<file path="src/rtl/seg_scan_decoder.sv">
// Rebuilds a 32-bit message from an 8-digit multiplexed 7-segment scan bus.
// Define SEG_HEX_DECODE_EN to also accept the A-F glyphs as legal digits.
module seg_scan_decoder #(
   parameter int STABLE_CYCLES  = 4,
   parameter int TIMEOUT_CYCLES = 100000
) (
   input  logic        clk,
   input  logic        rst_n,
   input  logic [7:0]  an_n,
   input  logic [7:0]  seg,
   input  logic        msg_ready,
   input  logic        ovf_clr,
   output logic        msg_valid,
   output logic [31:0] message,
   output logic [7:0]  msg_err,
   output logic [7:0]  blank_mask,
   output logic        overflow,
   output logic        frame_timeout
);

   localparam int CW = (STABLE_CYCLES < 2) ? 1 : $clog2(STABLE_CYCLES + 1);
   localparam int TW = (TIMEOUT_CYCLES < 2) ? 1 : $clog2(TIMEOUT_CYCLES + 1);
   localparam logic [CW-1:0] STABLE_N     = CW'(STABLE_CYCLES);
   localparam logic [TW-1:0] TIMEOUT_LAST = TW'(TIMEOUT_CYCLES - 1);

   typedef enum logic [1:0] {
      S_IDLE  = 2'd0,
      S_COUNT = 2'd1,
      S_DONE  = 2'd2
   } state_t;

   // Returns {blank, err, nibble} for a 7-bit segment pattern.
   function automatic logic [5:0] decode_seg(input logic [6:0] p);
      logic [5:0] r;
      r = 6'b01_0000;
      case (p)
         7'h3F: r = 6'h00;
         7'h06: r = 6'h01;
         7'h5B: r = 6'h02;
         7'h4F: r = 6'h03;
         7'h66: r = 6'h04;
         7'h6D: r = 6'h05;
         7'h7D: r = 6'h06;
         7'h07: r = 6'h07;
         7'h7F: r = 6'h08;
         7'h6F: r = 6'h09;
`ifdef SEG_HEX_DECODE_EN
         7'h77: r = 6'h0A;
         7'h7C: r = 6'h0B;
         7'h39: r = 6'h0C;
         7'h5E: r = 6'h0D;
         7'h79: r = 6'h0E;
         7'h71: r = 6'h0F;
`endif
         7'h00: r = 6'b10_0000;
         default: r = 6'b01_0000;
      endcase
      return r;
   endfunction

   logic [7:0]    an_n_m_q, an_n_s_q;
   logic [7:0]    seg_m_q, seg_s_q;
   state_t        state_q, state_d;
   logic [CW-1:0] cnt_q, cnt_d;
   logic [14:0]   prev_q, sample;
   logic [7:0]    mask_q, mask_d;
   logic [31:0]   nib_q, nib_d;
   logic [7:0]    err_q, err_d;
   logic [7:0]    blank_q, blank_d;
   logic [TW-1:0] to_cnt_q, to_cnt_d;
   logic          msg_valid_q, msg_valid_d;
   logic [31:0]   message_q, message_d;
   logic [7:0]    msg_err_q, msg_err_d;
   logic [7:0]    blank_mask_q, blank_mask_d;
   logic          overflow_q, overflow_d;
   logic          frame_timeout_q, frame_timeout_d;

   logic          anode_ok;
   logic [2:0]    dig_idx;
   logic          capture;
   logic          complete, out_free, load, to_fire;
   logic [5:0]    dec;
   logic          unused_dp;

   // The decimal point never contributes to the decoded value.
   assign unused_dp = seg_s_q[7];
   assign sample    = {an_n_s_q, seg_s_q[6:0]};
   assign anode_ok  = $onehot(~an_n_s_q);
   assign dec       = decode_seg(seg_s_q[6:0]);

   always_comb begin
      dig_idx = 3'd0;
      for (int i = 0; i < 8; i++) begin
         if (!an_n_s_q[i]) dig_idx = 3'(i);
      end
   end

   // Dwell FSM: a digit is captured once its sample holds for STABLE_CYCLES.
   always_comb begin
      state_d = state_q;
      cnt_d   = cnt_q;
      capture = 1'b0;
      case (state_q)
         S_IDLE: begin
            if (anode_ok) begin
               cnt_d = CW'(1);
               if (STABLE_CYCLES == 1) begin
                  capture = 1'b1;
                  state_d = S_DONE;
               end else begin
                  state_d = S_COUNT;
               end
            end
         end
         S_COUNT: begin
            if (sample == prev_q) begin
               cnt_d = cnt_q + CW'(1);
               if (cnt_q + CW'(1) == STABLE_N) begin
                  capture = 1'b1;
                  state_d = S_DONE;
               end
            end else if (!anode_ok) begin
               cnt_d   = '0;
               state_d = S_IDLE;
            end else begin
               cnt_d = CW'(1);
               if (STABLE_CYCLES == 1) begin
                  capture = 1'b1;
                  state_d = S_DONE;
               end
            end
         end
         S_DONE: begin
            if (sample != prev_q) begin
               if (!anode_ok) begin
                  cnt_d   = '0;
                  state_d = S_IDLE;
               end else begin
                  cnt_d = CW'(1);
                  if (STABLE_CYCLES == 1) begin
                     capture = 1'b1;
                  end else begin
                     state_d = S_COUNT;
                  end
               end
            end
         end
         default: begin
            cnt_d   = '0;
            state_d = S_IDLE;
         end
      endcase
   end

   // Frame assembly, timeout and output handshake.
   always_comb begin
      complete = (mask_q == 8'hFF);
      out_free = !msg_valid_q || msg_ready;
      load     = complete && out_free;
      to_fire  = 1'b0;
      to_cnt_d = to_cnt_q;
      mask_d   = complete ? 8'h00 : mask_q;
      nib_d    = nib_q;
      err_d    = err_q;
      blank_d  = blank_q;

      if ((TIMEOUT_CYCLES == 0) || (mask_q == 8'h00) || capture || complete) begin
         to_cnt_d = '0;
      end else if (to_cnt_q == TIMEOUT_LAST) begin
         to_fire  = 1'b1;
         to_cnt_d = '0;
      end else begin
         to_cnt_d = to_cnt_q + TW'(1);
      end
      if (to_fire) mask_d = 8'h00;

      // A new capture lands after any clear so the next frame can start at once.
      if (capture) begin
         nib_d[dig_idx*4 +: 4] = dec[3:0];
         err_d[dig_idx]        = dec[4];
         blank_d[dig_idx]      = dec[5];
         mask_d[dig_idx]       = 1'b1;
      end

      msg_valid_d  = msg_valid_q;
      message_d    = message_q;
      msg_err_d    = msg_err_q;
      blank_mask_d = blank_mask_q;
      if (load) begin
         msg_valid_d  = 1'b1;
         message_d    = nib_q;
         msg_err_d    = err_q;
         blank_mask_d = blank_q;
      end else if (msg_valid_q && msg_ready) begin
         msg_valid_d = 1'b0;
      end

      overflow_d = overflow_q;
      if (ovf_clr) overflow_d = 1'b0;
      if (complete && !out_free) overflow_d = 1'b1;

      frame_timeout_d = to_fire;
   end

   always_ff @(posedge clk or negedge rst_n) begin
      if (!rst_n) begin
         an_n_m_q        <= 8'h00;
         an_n_s_q        <= 8'h00;
         seg_m_q         <= 8'h00;
         seg_s_q         <= 8'h00;
         state_q         <= S_IDLE;
         cnt_q           <= '0;
         prev_q          <= '0;
         mask_q          <= 8'h00;
         nib_q           <= 32'h0;
         err_q           <= 8'h00;
         blank_q         <= 8'h00;
         to_cnt_q        <= '0;
         msg_valid_q     <= 1'b0;
         message_q       <= 32'h0;
         msg_err_q       <= 8'h00;
         blank_mask_q    <= 8'h00;
         overflow_q      <= 1'b0;
         frame_timeout_q <= 1'b0;
      end else begin
         an_n_m_q        <= an_n;
         an_n_s_q        <= an_n_m_q;
         seg_m_q         <= seg;
         seg_s_q         <= seg_m_q;
         state_q         <= state_d;
         cnt_q           <= cnt_d;
         prev_q          <= sample;
         mask_q          <= mask_d;
         nib_q           <= nib_d;
         err_q           <= err_d;
         blank_q         <= blank_d;
         to_cnt_q        <= to_cnt_d;
         msg_valid_q     <= msg_valid_d;
         message_q       <= message_d;
         msg_err_q       <= msg_err_d;
         blank_mask_q    <= blank_mask_d;
         overflow_q      <= overflow_d;
         frame_timeout_q <= frame_timeout_d;
      end
   end

   assign msg_valid     = msg_valid_q;
   assign message       = message_q;
   assign msg_err       = msg_err_q;
   assign blank_mask    = blank_mask_q;
   assign overflow      = overflow_q;
   assign frame_timeout = frame_timeout_q;

endmodule

</file>
<file path="config.mk">
export PLATFORM = sky130hd
export DESIGN_NAME = seg_scan_decoder
export DESIGN_NICKNAME = d
export VERILOG_FILES = /design/src/rtl/seg_scan_decoder.sv
export SDC_FILE = /design/constraint.sdc
export NUM_CORES = 1
export LEC_CHECK = 0
export ABC_AREA = 1
export CORE_AREA = 2 2 161 148
export DETAILED_ROUTE_END_ITERATION = 16
export DIE_AREA = 0 0 163 150
export PLACE_DENSITY = 0.61
export SYNTH_ARGS = -nofsm -noshare
export SYNTH_HDL_FRONTEND = slang
export SYNTH_SLANG_ARGS = --single-unit
</file>
<file path="constraint.sdc">
create_clock -name clk -period 4.39 [get_ports clk]
set_input_delay 0.439 -clock clk [delete_from_list [all_inputs] [get_ports clk]]
set_output_delay 0.439 -clock clk [all_outputs]
set_load 0.03 [all_outputs]
</file>
==> flow_summary_export.csv, run 1 <==
group,metric,value,unit
worst_setup_path,crit_path_start_kind,"flip-flop",
sta,fin_worst_skew,0.0114,ns
placement,gp_congestion,0.881,
worst_setup_path,cp_slowest_cell,"fa_1",
synth,synthTopCellsByCount,"nand2_1 (264), dfrtp_1 (174), nor2_1 (114)",
drt,drtAntennaViolNets,0,
global_route,top_usage_layer,"met2",
sta,finalSetupViolCount,0,
synth,ys_warn_count,0,
sta,max_freq,282,MHz
clock_tree,clockRootBuffer,"clkbuf_16",
layout,multi_input_area,3030,µm²
synth,synthesis.area,7860,µm²
min_path,hp-class,"in2async",
drt,drc_errors,0,
worst_setup_path,crit_fanout,4,
floorplanning,initial_core_util,34.3,%
global_route,met2_usage,21.9,%
pwr,peakVddDrop,191,µV
clock_tree,cts.htree.levels,4,
drt,num_vias,5795,
sta,slew_viol_final,0,
pwr,power_leakage,0.00471,µW
synth,syn_inst,882,
clock_tree,cts.path.max_buffers,2,
floorplanning,dieArea,24500,µm²
drt,drt_wl_total,16200,µm
global_route,grt_max_degree,108,
clock_tree,cts.sinks,174,
worst_setup_path,crit_required,4.71,ns
synth,synthArstFlopShare,100,%
synth,yosysTopAreaCellShare,55.4,%
synth,avgSynthCellArea,8.91,µm²
pwr,p_total,3350,µW
global_route,use_met1,19.8,%
worst_setup_path,cp.arrival,3.87,ns
clock_tree,cts_tree,"built",
layout,syn2layout_area_growth,20.1,%
clock_tree,postCtsSetupBuffers,0,
sta,period_needed,3.55,ns
clock_tree,cts_made_buffers,17,
sta,finalHoldViolCount,0,
synth,synthFlopType,"dfrtp_1",
worst_setup_path,cpMostUsedCell,"fa_1",
job,max_cap_viol_count,0,
synth,synth_cell_types,37,
global_route,grt_pass1_wl,27400,µm
synth,yosysSeqAreaShare,55.4,%
worst_setup_path,crit_path_cell_trace,"fa_1 -> inv_1 -> fa_1 -> fa_1 -> ha_1 -> inv_1 -> fa_1 -> nand2_1 -> nor2_1 -> nand2_1 -> inv_1 -> o21ai_0 -> nand2_1 -> o21a_1",
worst_setup_path,crit_buf_inv,3,
clock_tree,worstSkewPairLatency,0.43,ns
worst_setup_path,crit_family,"adder cells",
global_route,grt_overflow,0,
floorplanning,die_x,163,µm
drt,dr.pass1.iters,4,
run_status,status,"finished, final reports clean",
clock_tree,clk_pin_slew,0.07,ns
global_route,antenna_found_initial,0,
layout,final_nets,990,
layout,fillCellCount,2246,
floorplanning,coreArea,22900,µm²
sta,rsz0062_at_grt,"no",
floorplanning,row_count,53,
worst_setup_path,slowest_delay,0.55,ns
synth,synth_area_leaders,"dfrtp_1 (55%), nand2_1 (13%), mux2_2 (6.3%)",
layout,drive_gt1_share,9.72,%
pwr,p_per_area,355,nW/µm²
synth,synth.most_common_cell,"nand2_1",
layout,fin_util,41.2,%
layout,regArea,4350,µm²
synth,synth_nets,917,
worst_setup_path,path_class,"reg2reg",
global_route,track_usage,14.3,%
clock_tree,post_cts_resize_count,0,
worst_setup_path,endpoint_kind,"flip-flop",
global_route,grt_pass1_vias,5529,
global_route,grtUsageMet3,3.96,%
placement,hpwlAfterDp,11300,µm
synth,synth_edf_count,0,
sta,slew_headroom,35.4,%
sta,worst_slew_pin_slew,0.970,ns
drt,post_drt_wl_per_cell,12.8,µm
placement,io_buffer_count,69,
clock_tree,cts_hold_buf,0,
placement,dpl_cell_area,8870,µm²
floorplanning,ioPinCount,71,
layout,n_antenna_cell,0,
sta,period_share,80.9,%
sta,setup_tns,0,ns
layout,fin_area,9440,µm²
synth,ys_ff_latch,174,
floorplanning,dieHeight,150,µm
synth,yosys.area.top_type,"dfrtp_1",
drt,viasPerCell,4.57,
drt,drtIter0Drc,328,
## final cells by class
type / instances / share of cell area, %
clock inverters: 8 / 0.862
repair buffers: 72 / 7.70
multi-input cells: 588 / 32.1
clock buffers: 23 / 5.17
well taps: 302 / 4.00
flip-flops and latches: 174 / 46.1
inverters: 102 / 4.06
## path summary, 6_finish.rpt
check | from | end | slack [ns] | cells after the start
setup / recovery | an_n_s_q[0] | state_q[0] | 0.84 | 14
hold / removal | rst_n | message[26] | 0.11 | 1
setup reg to reg | an_n_s_q[0] | state_q[0] | 0.84 | 14
hold reg to reg | seg_m_q[4] | seg_s_q[4] | 0.35 | 0
max in group asynchronous | rst_n | blank_q[5] | 3.35 | 2
min in group clk | seg_m_q[4] | seg_s_q[4] | 0.35 | 0
## layer usage
layer	wire length, µm	vias to the layer above
met4	174	0
li1	-	2955
met3	639	15
met5	0	-
met2	7260	96
met1	8160	2729
## cell families (layout without fill, tap and decap cells)
kind of cell	after synthesis	in the layout	share of synthesized area (%)
xor+xnor	8	8	0.892
mux	44	44	6.31
compound gates	24	24	1.72
buf+inv	120	205	6.11
simple gates	497	497	26.8
flops	174	174	55.4
fa+ha+maj	15	15	2.77
## registers in the layout, indices dropped and copies added, names as in the netlist, 8 cells and up
register    flops
message        32
to_cnt_q       17
blank_mask      8
an_n_s_q        8
nib_q          32
blank_q         8
an_n_m_q        8
prev_q         15
mask_q          8
msg_err         8
err_q           8
## cell usage in the layout (no fill, tap or decap), types with 5 or more instances in the layout
cell               n
clkbuf_16         17
clkdlybuf4s50_1   68
mux2_2            44
nor3_1            15
ha_1              11
nand4_1           33
o21ai_0           10
nor2_1           114
xor2_1             5
nand3_1           57
dfrtp_1          174
nand2_1          263
inv_1             97
## per-stage QoR
| stage | cells | hold slack, ns | worst slack (ns) |
|---|---|---|---|
| final | 1269 | 0.109 | 0.839 |
| after global routing | 1269 | 0.203 | 0.680 |
| after CTS | 1269 | 0.174 | 0.880 |
| after detailed placement | 1238 | 0.335 | 0.914 |
| after global placement | 1238 | 0.332 | 0.970 |
| after floorplan | 882 | 0.143 | 1.11 |
## report_power, final
part	total, µW	internal, µW	switching [µW]
logic	231	76.3	155
registers	1660	1630	24.5
clock network	1460	840	623
No activity file was read; power rests on OpenSTA's default activity.
==> inputs of run 2 (changes only) <==
--- a/config.mk
+++ b/config.mk
@@ -9,7 +9,7 @@
 export CORE_AREA = 2 2 161 148
 export DETAILED_ROUTE_END_ITERATION = 16
 export DIE_AREA = 0 0 163 150
-export PLACE_DENSITY = 0.61
+export PLACE_DENSITY = 0.63
 export SYNTH_ARGS = -nofsm -noshare
 export SYNTH_HDL_FRONTEND = slang
 export SYNTH_SLANG_ARGS = --single-unit
==> constraint.sdc (replaced) <==
create_clock -name clk -period 3.2 [get_ports clk]
set_input_delay 0.32 -clock clk [delete_from_list [all_inputs] [get_ports clk]]
set_output_delay 0.32 -clock clk [all_outputs]
set_load 0.03 [all_outputs]
==> run 2 against run 1 <==
  * The flow now finishes with violations (setup timing)
  * Non-clock buffer count up 14
  * Design area up 2.3%
  * Highest routed layer unchanged
  * Worst setup slack worse by 1.0 ns
  * Critical endpoint unchanged
  * Worst hold slack improved by 0.21 ns
  * Routed wire length increased by 2.1%
==> flow_summary_export.csv, run 2 (same netlist as run 1, synthesis figures left out) <==
group,metric,value,unit
clock_tree,cts_made_buffers,17,
global_route,grt_max_degree,66,
drt,dr.pass1.iters,9,
sta,period_needed,3.39,ns
clock_tree,clockRootBuffer,"clkbuf_16",
sta,max_freq,295,MHz
worst_setup_path,crit_path_start_kind,"flip-flop",
clock_tree,cts.htree.levels,4,
worst_setup_path,crit_fanout,3,
floorplanning,initial_core_util,34.3,%
worst_setup_path,path_class,"reg2reg",
floorplanning,ioPinCount,71,
min_path,hp-class,"in2reg",
sta,period_share,106,%
worst_setup_path,r2r_start,"an_n_s_q[0]",
drt,drtAntennaViolNets,0,
global_route,track_usage,14.5,%
job,max_cap_viol_count,0,
clock_tree,clk_pin_slew,0.07,ns
pwr,p_total,4900,µW
drt,drt_wl_total,16600,µm
placement,gp_congestion,0.881,
clock_tree,worstSkewPairLatency,0.43,ns
layout,fillCellCount,2250,
drt,viasPerCell,4.61,
global_route,grt_overflow,0,
worst_setup_path,critPathCapture,"state_q[0]",
floorplanning,die_x,163,µm
layout,final_nets,1004,
placement,io_buffer_count,69,
layout,n_antenna_cell,0,
floorplanning,coreArea,22900,µm²
sta,rsz0062_at_grt,"yes",
pwr,peakVddDrop,237,µV
global_route,grtUsageMet3,3.19,%
drt,post_drt_wl_per_cell,12.9,µm
worst_setup_path,reg2reg_slack,-0.19,ns
global_route,antenna_found_initial,0,
layout,syn2layout_area_growth,22.9,%
floorplanning,row_count,53,
pwr,power_leakage,0.00483,µW
run_status,status,"finished, violations left",
layout,final_cell_mix,"nand2_1 (262), dfrtp_1 (174), nor2_1 (112), inv_1 (96), clkdlybuf4s50_1 (68)",
sta,slew_viol_final,0,
worst_setup_path,reg2reg_depth,14,
global_route,grt_pass1_vias,5689,
worst_setup_path,crit_required,3.53,ns
pwr,p_per_area,507,nW/µm²
placement,hpwlAfterDp,11800,µm
layout,drive_gt1_share,11.9,%
sta,finalHoldViolCount,0,
drt,drc_errors,0,
sta,fin_worst_skew,0.00963,ns
layout,layout_commonest_cell,"nand2_1",
worst_setup_path,r2r-end,"state_q[0]",
floorplanning,dieHeight,150,µm
global_route,met2_usage,22.4,%
global_route,top_usage_layer,"met2",
global_route,use_met1,20.6,%
sta,worst_slew_pin_slew,0.805,ns
drt,drtIter0Drc,430,
run_status,violations,"setup timing",
clock_tree,cts_tree,"built",
sta,slew_headroom,45.9,%
floorplanning,dieArea,24500,µm²
drt,num_vias,5915,
clock_tree,cts.sinks,174,
clock_tree,cts.path.max_buffers,2,
worst_setup_path,endpoint_kind,"flip-flop",
sta,setup_ws,-0.189,ns
layout,fin_util,42.2,%
worst_setup_path,crit_start,"an_n_s_q[0]",
global_route,grt_pass1_wl,28200,µm
worst_setup_path,cp.arrival,3.72,ns
sta,fin_hold_ws,0.319,ns
sta,finalSetupViolCount,4,
[run 2: cell count changes in the layout (fill, tap and decap cells not counted), moves of 2 or more]
cell,delta
nor2_1,-2
buf_4,+12
bufinv_16,+3
clkbuf_1,-2
nor2_2,+2
[run 2: how the worst min path moves through the flow]
stage	end	cells past startpoint	startpoint	slack (ns)
2_1_floorplan	an_n_m_q[0]	0	rst_n	0.02
3_3_place_gp	seg_s_q[1]	0	seg_m_q[1]	0.33
3_5_place_dp	seg_s_q[1]	0	seg_m_q[1]	0.33
4_1_cts	seg_m_q[4]	1	seg[4]	0.30
5_1_grt	an_n_m_q[1]	1	an_n[1]	0.31
6_report	an_n_m_q[6]	1	an_n[6]	0.32
[run 2: repair_timing]
action / in CTS / in global routing
pin swaps: 0 / 1
endpoints found under the setup margin: 4 / 4
hold buffers: 1 / 0
gates cloned: 0 / 0
buffers inserted: 0 / 1
endpoints found under the hold margin: 62 / 0
gates resized for setup: 3 / 4
[run 2: through the flow]
stage	worst slack [ns]	instances	area, µm²	setup TNS (ns)
CTS	-0.203	1283	9640	-0.737
detailed placement	-0.215	1250	8970	-0.748
floorplan	-0.0316	882	7860	-0.0316
finish	-0.189	1284	9660	-0.684
global route	-0.338	1284	9660	-1.29
global placement	-0.0997	1250	8970	-0.320
[run 2: final cells by class]
| class | count | area (µm²) | share of cell area (%) |
|---|---|---|---|
| sequential | 174 | 4350 | 45.1 |
| multi-input combinational | 588 | 3040 | 31.5 |
| timing repair buffer | 86 | 847 | 8.77 |
| clock buffer | 20 | 467 | 4.83 |
| inverter | 102 | 383 | 3.97 |
| tap | 302 | 378 | 3.91 |
| clock inverter | 12 | 183 | 1.89 |
[run 2: routing by layer]
metal / wire [µm] / part of all wire (%)
met1: 8320 / 50
met3: 785 / 4.7
met4: 203 / 1.2
met5: 0 / 0
met2: 7270 / 44
[run 2: where the power goes]
| part | internal [µW] | total (µW) | switching [µW] |
|---|---|---|---|
| Combinational | 126 | 355 | 229 |
| Clock | 1380 | 2270 | 890 |
| Sequential | 2240 | 2280 | 35.8 |
| Total | 3740 | 4900 | 1160 |
[run 2: worst max-delay path, cell delays in order (launching register included)]
cell     delay (ns)
dfrtp_1        0.40
fa_1           0.53
inv_1          0.05
fa_1           0.46
fa_1           0.54
ha_2           0.19
inv_2          0.04
fa_1           0.43
nand2_1        0.09
nor2_2         0.05
nand2_2        0.09
inv_1          0.06
o21ai_2        0.13
nand2_1        0.07
o21a_1         0.16
